--- config.mk ---
export PLATFORM = sky130hd
export DESIGN_NAME = uart_rx_fifo
export DESIGN_NICKNAME = d
export VERILOG_FILES = /design/src/rtl/uart_pkg.sv /design/src/rtl/uart_baud_tick.sv /design/src/rtl/uart_rx_fifo.sv
export SDC_FILE = /design/constraint.sdc
export NUM_CORES = 1
export LEC_CHECK = 0
export ABC_CLOCK_PERIOD_IN_PS = 4800
export CAP_MARGIN = 30
export CORE_ASPECT_RATIO = 0.9
export CORE_MARGIN = 2
export CORE_UTILIZATION = 40
export DETAILED_ROUTE_END_ITERATION = 8
export HOLD_SLACK_MARGIN = 0.08
export SYNTH_ARGS = -nofsm -noshare
export SYNTH_HDL_FRONTEND = slang
export SYNTH_SLANG_ARGS = --single-unit
--- constraint.sdc ---
create_clock -name clk_10ns -period 4.8 [get_ports clk_10ns]
set_input_delay 0.96 -clock clk_10ns [delete_from_list [all_inputs] [get_ports clk_10ns]]
set_output_delay 0.96 -clock clk_10ns [all_outputs]
set_load 0.01 [all_outputs]
--- src/rtl/uart_pkg.sv ---
// Shared types and constants for the UART receive path.
// Oversampling geometry and baud divider helper.
package uart_pkg;

  typedef enum logic [1:0] {
    IDLE,
    START,
    DATA,
    STOP
  } rx_state_t;

  localparam int OVERSAMPLE = 16;

  localparam logic [3:0] SAMPLE_A = 4'd7;
  localparam logic [3:0] SAMPLE_B = 4'd8;
  localparam logic [3:0] SAMPLE_C = 4'd9;

  function automatic int unsigned calc_div(
    input int unsigned clk_hz,
    input int unsigned baud,
    input int unsigned os
  );
    return clk_hz / (baud * os);
  endfunction

endpackage

--- src/rtl/uart_baud_tick.sv ---
// Free-running oversample tick generator.
// One-cycle pulse every CLOCK_FREQ/(BAUD_RATE*OVERSAMPLE) clocks.
module uart_baud_tick #(
  parameter logic [27:0] CLOCK_FREQ = 28'd100000000,
  parameter logic [23:0] BAUD_RATE  = 24'd9600,
  parameter int          OVERSAMPLE = 16
) (
  input  logic clk,
  input  logic rst_n,
  output logic tick
);

  localparam logic [27:0] DIV = 28'(uart_pkg::calc_div(
    32'(CLOCK_FREQ), 32'(BAUD_RATE), 32'(OVERSAMPLE)));

  generate
    if (DIV < 28'd2) begin : g_div_chk
      $error("uart_baud_tick: divider must be at least 2");
    end
  endgenerate

  logic [27:0] cnt;

  always_ff @(posedge clk or negedge rst_n) begin
    if (!rst_n) begin
      cnt <= '0;
    end else if (cnt == DIV - 28'd1) begin
      cnt <= '0;
    end else begin
      cnt <= cnt + 28'd1;
    end
  end

  assign tick = (cnt == DIV - 28'd1);

endmodule

--- src/rtl/uart_rx_fifo.sv ---
// 8N1 UART receiver, 16x oversampled with 3-sample majority vote,
// feeding a small valid/ready receive FIFO with sticky error flags.
module uart_rx_fifo
  import uart_pkg::*;
#(
  parameter logic [23:0] BAUD_RATE  = 24'd9600,
  parameter logic [27:0] CLOCK_FREQ = 28'd100000000,
  parameter int          FIFO_DEPTH = 4
) (
  input  logic                          clk_10ns,
  input  logic                          uart_reset,
  input  logic                          uart_rx_d_in,
  output logic [7:0]                    uart_rx_data,
  output logic                          uart_rx_valid,
  input  logic                          uart_rx_ready,
  input  logic                          uart_err_clear,
  output logic                          uart_frame_err,
  output logic                          uart_overrun,
  output logic                          uart_rx_busy,
  output logic [$clog2(FIFO_DEPTH):0]   uart_fifo_count
);

  localparam int          AW   = $clog2(FIFO_DEPTH);
  localparam logic [AW:0] FULL = (AW + 1)'(FIFO_DEPTH);

  generate
    if (FIFO_DEPTH < 2 || (FIFO_DEPTH & (FIFO_DEPTH - 1)) != 0) begin : g_depth_chk
      $error("uart_rx_fifo: FIFO_DEPTH must be a power of two >= 2");
    end
  endgenerate

  logic [1:0] sync;
  logic       rxs;

  always_ff @(posedge clk_10ns or negedge uart_reset) begin
    if (!uart_reset) begin
      sync <= 2'b11;
    end else begin
      sync <= {sync[0], uart_rx_d_in};
    end
  end

  assign rxs = sync[1];

  logic tick;

  uart_baud_tick #(
    .CLOCK_FREQ (CLOCK_FREQ),
    .BAUD_RATE  (BAUD_RATE),
    .OVERSAMPLE (OVERSAMPLE)
  ) u_tick (
    .clk   (clk_10ns),
    .rst_n (uart_reset),
    .tick  (tick)
  );

  rx_state_t  state, state_n;
  logic [3:0] sc, sc_n, sc_inc;
  logic [2:0] idx, idx_n;
  logic [1:0] smp, smp_n;
  logic [7:0] sh, sh_n;
  logic       maj;
  logic       push_n, push_q;
  logic       ferr_set;

  assign sc_inc = sc + 4'd1;
  assign maj    = (smp[0] & smp[1]) | (smp[0] & rxs) | (smp[1] & rxs);

  // sc counts the sample index the current tick represents
  always_comb begin
    state_n  = state;
    sc_n     = sc;
    idx_n    = idx;
    smp_n    = smp;
    sh_n     = sh;
    push_n   = 1'b0;
    ferr_set = 1'b0;
    if (tick) begin
      if (state == IDLE) begin
        if (!rxs) begin
          state_n = START;
          sc_n    = 4'd0;
        end
      end else begin
        sc_n = sc_inc;
        if (sc_inc == SAMPLE_A) smp_n[0] = rxs;
        if (sc_inc == SAMPLE_B) smp_n[1] = rxs;
        unique case (state)
          START: begin
            if (sc_inc == SAMPLE_C && maj) begin
              state_n = IDLE;
            end else if (sc_inc == 4'd15) begin
              state_n = DATA;
              idx_n   = 3'd0;
            end
          end
          DATA: begin
            if (sc_inc == SAMPLE_C) sh_n[idx] = maj;
            if (sc_inc == 4'd15) begin
              idx_n = idx + 3'd1;
              if (idx == 3'd7) state_n = STOP;
            end
          end
          STOP: begin
            if (sc_inc == SAMPLE_C) begin
              state_n  = IDLE;
              push_n   = maj;
              ferr_set = ~maj;
            end
          end
          default: state_n = IDLE;
        endcase
      end
    end
  end

  always_ff @(posedge clk_10ns or negedge uart_reset) begin
    if (!uart_reset) begin
      state  <= IDLE;
      sc     <= '0;
      idx    <= '0;
      smp    <= '0;
      sh     <= '0;
      push_q <= 1'b0;
    end else begin
      state  <= state_n;
      sc     <= sc_n;
      idx    <= idx_n;
      smp    <= smp_n;
      sh     <= sh_n;
      push_q <= push_n;
    end
  end

  assign uart_rx_busy = (state != IDLE);

  logic [7:0]    mem [FIFO_DEPTH];
  logic [AW-1:0] wptr, rptr;
  logic [AW:0]   count;
  logic          pop, full, wr_ok, ovr_set;

  assign pop     = uart_rx_valid & uart_rx_ready;
  assign full    = (count == FULL);
  assign wr_ok   = push_q & (~full | pop);
  assign ovr_set = push_q & full & ~pop;

  always_ff @(posedge clk_10ns) begin
    if (wr_ok) mem[wptr] <= sh;
  end

  always_ff @(posedge clk_10ns or negedge uart_reset) begin
    if (!uart_reset) begin
      wptr  <= '0;
      rptr  <= '0;
      count <= '0;
    end else begin
      if (wr_ok) wptr <= wptr + 1'b1;
      if (pop)   rptr <= rptr + 1'b1;
      unique case (1'b1)
        wr_ok & ~pop: count <= count + 1'b1;
        pop & ~wr_ok: count <= count - 1'b1;
        default:      count <= count;
      endcase
    end
  end

  assign uart_rx_valid   = (count != '0);
  assign uart_rx_data    = uart_rx_valid ? mem[rptr] : 8'h00;
  assign uart_fifo_count = count;

  // a set in the same cycle as a clear keeps the flag high
  always_ff @(posedge clk_10ns or negedge uart_reset) begin
    if (!uart_reset) begin
      uart_frame_err <= 1'b0;
      uart_overrun   <= 1'b0;
    end else begin
      uart_frame_err <= ferr_set | (uart_frame_err & ~uart_err_clear);
      uart_overrun   <= ovr_set | (uart_overrun & ~uart_err_clear);
    end
  end

endmodule

After elaboration in Yosys (flattened, before gate mapping):

Memory sizes are Yosys's and may differ from the RTL's.
Cells that the tools add are included.

* add/subtract/negate cells: 7
* order comparisons: 2
* equal/unequal tests: 18
* mux-type cells: 30
* bitwise logic cells: 22
* reduce and logical (&&, ||, !) cells: 13

Operators by type and width (number)
* 28-bit by 1-bit adder with 28-bit output (second input constant): 1
* 28-bit by 10-bit == test with 1-bit output (second input constant): 1
* 28-bit 2-to-1 mux: 1
* 2-bit 2-to-1 mux: 7
* 4-bit == test (second input constant): 3
* 3-bit one-hot mux with 2 select lines: 2
* 6-bit AND reduction: 2
* 1-bit AND: 11
* 1-bit 2-to-1 mux: 11
* 3-bit 2-to-1 mux: 3
* 3-bit inequality test (second input constant): 3
* 8-bit bitwise mux: 1
* 4-bit 2-to-1 mux: 2
* 8-bit 2-to-1 mux: 1
* 2-bit inequality test (second input constant): 4
* 3-bit by 1-bit adder with 3-bit output (second input constant): 2
* 3-bit == test (second input constant): 2
* 1-bit inverter: 6
* 2-bit one-hot mux with 3 select lines: 1
* 3-bit AND reduction: 2
* 2-bit nonzero test: 3
* 1-bit OR: 5
* 2-bit by 1-bit adder with 2-bit output (second input constant): 2
* 4-bit by 1-bit adder with 4-bit output (second input constant): 1
* other kinds (13): 15

* bits in registers: 59
* memory bits (writable): 32
* word-level logic and storage cells: 107
* memories: 1

Memories
* mem: depth 4, bits a word 8, rd ports 1, clocked after memory_dff 0, wr ports 1, line uart_rx_fifo.sv:137 `logic [7:0] mem [FIFO_DEPTH];`

Logic depth before layout (Yosys ltp):

* depth after elaboration: 9
* gate-level depth with buffers: 10
* gate-level depth less buffers: 9

By module:

A second synthesis with hierarchy kept.

* cells, all modules: 349
* area, all modules: 4371.7 µm²

Modules (own cells, without submodules)
* uart_rx_fifo: instances 1, cells each 226, area an instance 3035.4 µm², sequential area each 1739.2 µm²
* uart_baud_tick: instances 1, cells each 123, area an instance 1336.3 µm², sequential area each 700.7 µm²

Worst setup path before layout:

Ideal clock, no wire load.

* path kind: input to register
* start point: input uart_rx_ready
* end point: register count[2] (netlist: uart_fifo_count[2])
* setup time: 79 ps
* arrival time: 2508 ps
* required time: 4721 ps
* setup slack: 2213 ps
* stages: 10
* buffers on the path: 1
* path through: nor4b_1 -> nor2b_1 -> clkbuf_1 -> inv_1 -> ha_1 -> inv_1 -> fa_1 -> xor2_1 -> nor2_1 -> xor2_1

* cells in the longest elaborated chain, start to end: 6
* elaborated cells on any way between the ends: 9

RTL lines
* start: declaration: line uart_rx_fifo.sv:15 `input logic uart_rx_ready,`
* 1-bit AND (*): line uart_rx_fifo.sv:142 `assign pop = uart_rx_valid & uart_rx_ready;`
* 1-bit OR: line uart_rx_fifo.sv:144 `assign wr_ok = push_q & (~full | pop);`
* 1-bit AND: line uart_rx_fifo.sv:144
* 1-bit inverter: line uart_rx_fifo.sv:161 `pop & ~wr_ok: count <= count - 1'b1;`
* 1-bit AND: line uart_rx_fifo.sv:161
* 3-bit one-hot mux with 2 select lines / 2-bit nonzero test (equally long branches)
* end signal: assignment: line uart_rx_fifo.sv:160 `wr_ok & ~pop: count <= count + 1'b1;`
* end signal: assignment: line uart_rx_fifo.sv:161
* end signal: assignment: line uart_rx_fifo.sv:162 `default: count <= count;`
* end: declaration: line uart_rx_fifo.sv:139 `logic [AW:0] count;`

Mark *: on every way between the ends. The rest lies on a longest branch, timed or not.
A chain may end at the register's enable or synchronous reset.

Worst setup path in the final report:

* start point: register rptr[0]
* end point: output uart_rx_data[2]

* cells in the longest elaborated chain, start to end: 2

RTL lines
* start: declaration: line uart_rx_fifo.sv:138 `logic [AW-1:0] wptr, rptr;`
* start signal: assignment: line uart_rx_fifo.sv:158 `if (pop) rptr <= rptr + 1'b1;`
* memory 4 x 8 bit
* 8-bit 2-to-1 mux: line uart_rx_fifo.sv:168 `assign uart_rx_data = uart_rx_valid ? mem[rptr] : 8'h00;`
* end: declaration: line uart_rx_fifo.sv:13 `output logic [7:0] uart_rx_data,`

No other way between the ends.

==> flow_metrics.env <==
export IMPL_ys_seq_area_frac=0.5444
export IMPL_cellLeakagePower_uw=0.002087
export IMPL_rows=36
export IMPL_drive_gt1_frac=0.1302
export IMPL_viasPerCell=5.035
export IMPL_top_layer="met4"
export IMPL_drv_slew=0
export IMPL_post_drt_wl_per_cell_microns=14.48
export IMPL_cts_buffers=9
export IMPL_gr_total_overflow=0
export IMPL_grt_pass1_vias=2675
export IMPL_path_buf_inv=1
export IMPL_crit_path_end_kind="output port"
export IMPL_maxCapViolations=0
export IMPL_cp_slowest_stage_delay_ns=0.70
export IMPL_port_buffers=19
export IMPL_dr_wl_met2_mm=3.625
export IMPL_hpwlAfterDp_mm=5.429
export IMPL_synth_area_top_cells="dfrtp_1, edfxtp_1, ha_1"
export IMPL_cts_tree="yes"
export IMPL_fin_tns_setup_ns=0
export IMPL_syn_to_final_growth_pct=13.51
export IMPL_clkTransAtPathRegs_ns=0.07
export IMPL_status="finished clean"
export IMPL_fin_crit_ns=3.206
export IMPL_arrival_ns=2.25
export IMPL_layout_cells_non_filler=536
export IMPL_seq_area_sq_mm=0.002440
export IMPL_max_freq_ghz=0.3119
export IMPL_final_nets=402
export IMPL_grt_setup_unrepaired="no"
export IMPL_multi_input_area_sq_mm=0.001882
export IMPL_synth_seq_cells=91
export IMPL_io_pins=20
export IMPL_ant_nets=0
export IMPL_drt_met1_wl_mm=3.778
export IMPL_ir_worst_vdd_uv=193.8
export IMPL_start_util=0.4129
export IMPL_insertion_delay_ns=0.35
export IMPL_rrSetupSlack_ns=2.27
export IMPL_cts_resized=0
export IMPL_switching_share=0.2080
export IMPL_clock_sink_count=91
export IMPL_die_x_microns=115.6
export IMPL_postSynthAreaPerCell_sq_um=12.48
export IMPL_finClkSkew_ns=0.007363
export IMPL_core_area_sq_mm=0.01086
export IMPL_path_cells="mux4_2 -> and2_1 -> clkdlybuf4s50_1"
export IMPL_slowest_stage="dfrtp_1"
export IMPL_drt_first_pass_iters=4
export IMPL_routed_via_count=2699
export IMPL_ys_warn_count=0
export IMPL_drtIter0Drc=143
export IMPL_die_area_sq_mm=0.01207
export IMPL_dr_wl_met3_microns=248
export IMPL_p_switching_uw=318.2
export IMPL_synth_cell_types=59
export IMPL_crit_type="flop to output port"
export IMPL_synth_ff_type="dfrtp_1"
export IMPL_postCtsSetupBuffers=0
export IMPL_setup_viol=0
export IMPL_netlist_area_sq_mm=0.004482
export IMPL_p_int_uw=1211
export IMPL_synthArstFlopShare=0.6484
export IMPL_cts_root_buf="clkbuf_16"
export IMPL_synth_top_area_share=0.3183
export IMPL_dpl_instance_area_sq_mm=0.004787
export IMPL_wl_mm=7.763
export IMPL_grt_max_degree=33
export IMPL_cp_max_fo=10
export IMPL_n_antenna_cell=0
export IMPL_ctsHtreeMaxLevel=3
export IMPL_clock_path_buffers=2
export IMPL_grt_use_total=0.1412
export IMPL_dpl_cell_count=520
export IMPL_final_area_sq_mm=0.005087
export IMPL_cpLargestDelayFamily="flip-flops"
export IMPL_fp_dieH_microns=104.4
export IMPL_grt_pass1_wl_mm=13.31
export IMPL_clkPwrFrac=0.467
export IMPL_hold_viol=0
export IMPL_period_share=0.6679
export IMPL_worst_setup_path_start_kind="flop"
export IMPL_worst_pin_slew_ns=0.8110
export IMPL_holdBufCountCts=0
export IMPL_drc=0
export IMPL_synth_nets=382
export IMPL_antenna_found_initial=0
export IMPL_cp_required_ns=3.84
export IMPL_syn_inst=359
export IMPL_hold_class="flop to flop"
export IMPL_synth_top_area_cell="dfrtp_1"
export IMPL_p_seq_frac=0.524
export IMPL_p_comb_frac=0.009
export IMPL_powerDensity_mw_per_mm2=300.6
export IMPL_synth_enable_flop_cells=32
export IMPL_gp_congestion=0.7309
export IMPL_fillers=971
export IMPL_slew_headroom=0.4579
cell families (layout without fill, tap and decap cells):
logic type,count (synthesis),after routing,share of synthesized area
AO/OA/AOI/OAI,29,29,0.05248
XOR/XNOR,33,33,0.06449
adder cells (fa/ha/maj),19,19,0.05416
buffers and inverters,33,58,0.03574
flip-flops,91,91,0.5444
multiplexers,22,22,0.07482
AND/OR/NAND/NOR,132,132,0.1739
flip-flops by register name, summed over array words and instances, names as in the netlist, 2 cells and up:
signal,flops
sh,8
idx,3
smp,2
rptr,2
state,2
uart_fifo_count,3
sync,2
u_tick.cnt,28
wptr,2
sc,4
mem,32
power groups by stage:
stage	clock [uW]	combinational (uW)	sequential, uW
finish	714	13.4	801
global route	763	16.2	801
CTS	733	14.5	801
detailed placement	0	14.5	817
global placement	0	14.4	817
floorplan	0	0.360	817
routing by layer:
layer / vias to the layer above / global-route usage
li1: 1322 / -
met3: 8 / 0.04079
met5: - / 0
met4: 0 / 0.04819
met2: 37 / 0.2201
met1: 1332 / 0.1879
through the flow:
stage / hold WS, ns / power, uW / utilization / setup slack (ns)
final: 0.3563 / 1529 / 0.4686 / 1.594
after global routing: 0.3590 / 1580 / 0.4686 / 1.453
after CTS: 0.3568 / 1548 / 0.4686 / 1.536
after detailed placement: 0.3475 / 831.5 / 0.4410 / 1.674
after global placement: 0.3460 / 831.4 / 0.4410 / 1.745
after floorplan: 0.3452 / 817.4 / - / 2.213
cells in the mapped netlist (all sizes together), types with 2 or more instances:
cell     instances
or3              2
and3             5
mux2            12
a21oi            3
nor3b            2
nand3           16
xnor2           22
a22o             4
buf              3
nor2b            3
and4             3
mux2i            2
or4b             3
edfxtp          32
nand2           25
o21ai            7
nor2            23
and2            14
nor3             9
nand3b           2
ha              17
or2              2
nand4            9
dfrtp           57
o2111ai          2
nor4             7
o22ai            2
inv             22
dfstp            2
xor2            11
o211ai           3
clkbuf           7
mux4             8
nor4b            4
cell type report:
type                    instances  area share
clock buffers                   9     0.04427
flip-flops and latches         91      0.4796
clock inverters                 7     0.01476
repair buffers                 20     0.03788
inverters                      22     0.01623
multi-input cells             235      0.3699
well taps                     152     0.03738
worst paths after layout:
kind	start	cells past startpoint	end
setup / recovery	rptr[0]	3	uart_rx_data[2]
hold / removal	sync[0]	0	sync[1]
setup reg to reg	sc[1]	5	state[1]
hold reg to reg	sync[0]	0	sync[1]
max in group asynchronous	uart_reset	2	uart_frame_err
min in group asynchronous	uart_reset	1	u_tick.cnt[20]
cells in the final DEF, fill, tap and decap left out, types with 11 or more instances in the layout:
| master | n |
|---|---|
| and2_1 | 14 |
| clkdlybuf4s50_1 | 18 |
| dfrtp_1 | 57 |
| edfxtp_1 | 32 |
| ha_1 | 17 |
| inv_1 | 22 |
| nand2_1 | 25 |
| nand3_1 | 16 |
| nor2_1 | 23 |
| xnor2_1 | 22 |
| xor2_1 | 11 |
Power figures use the tool's default switching activity.
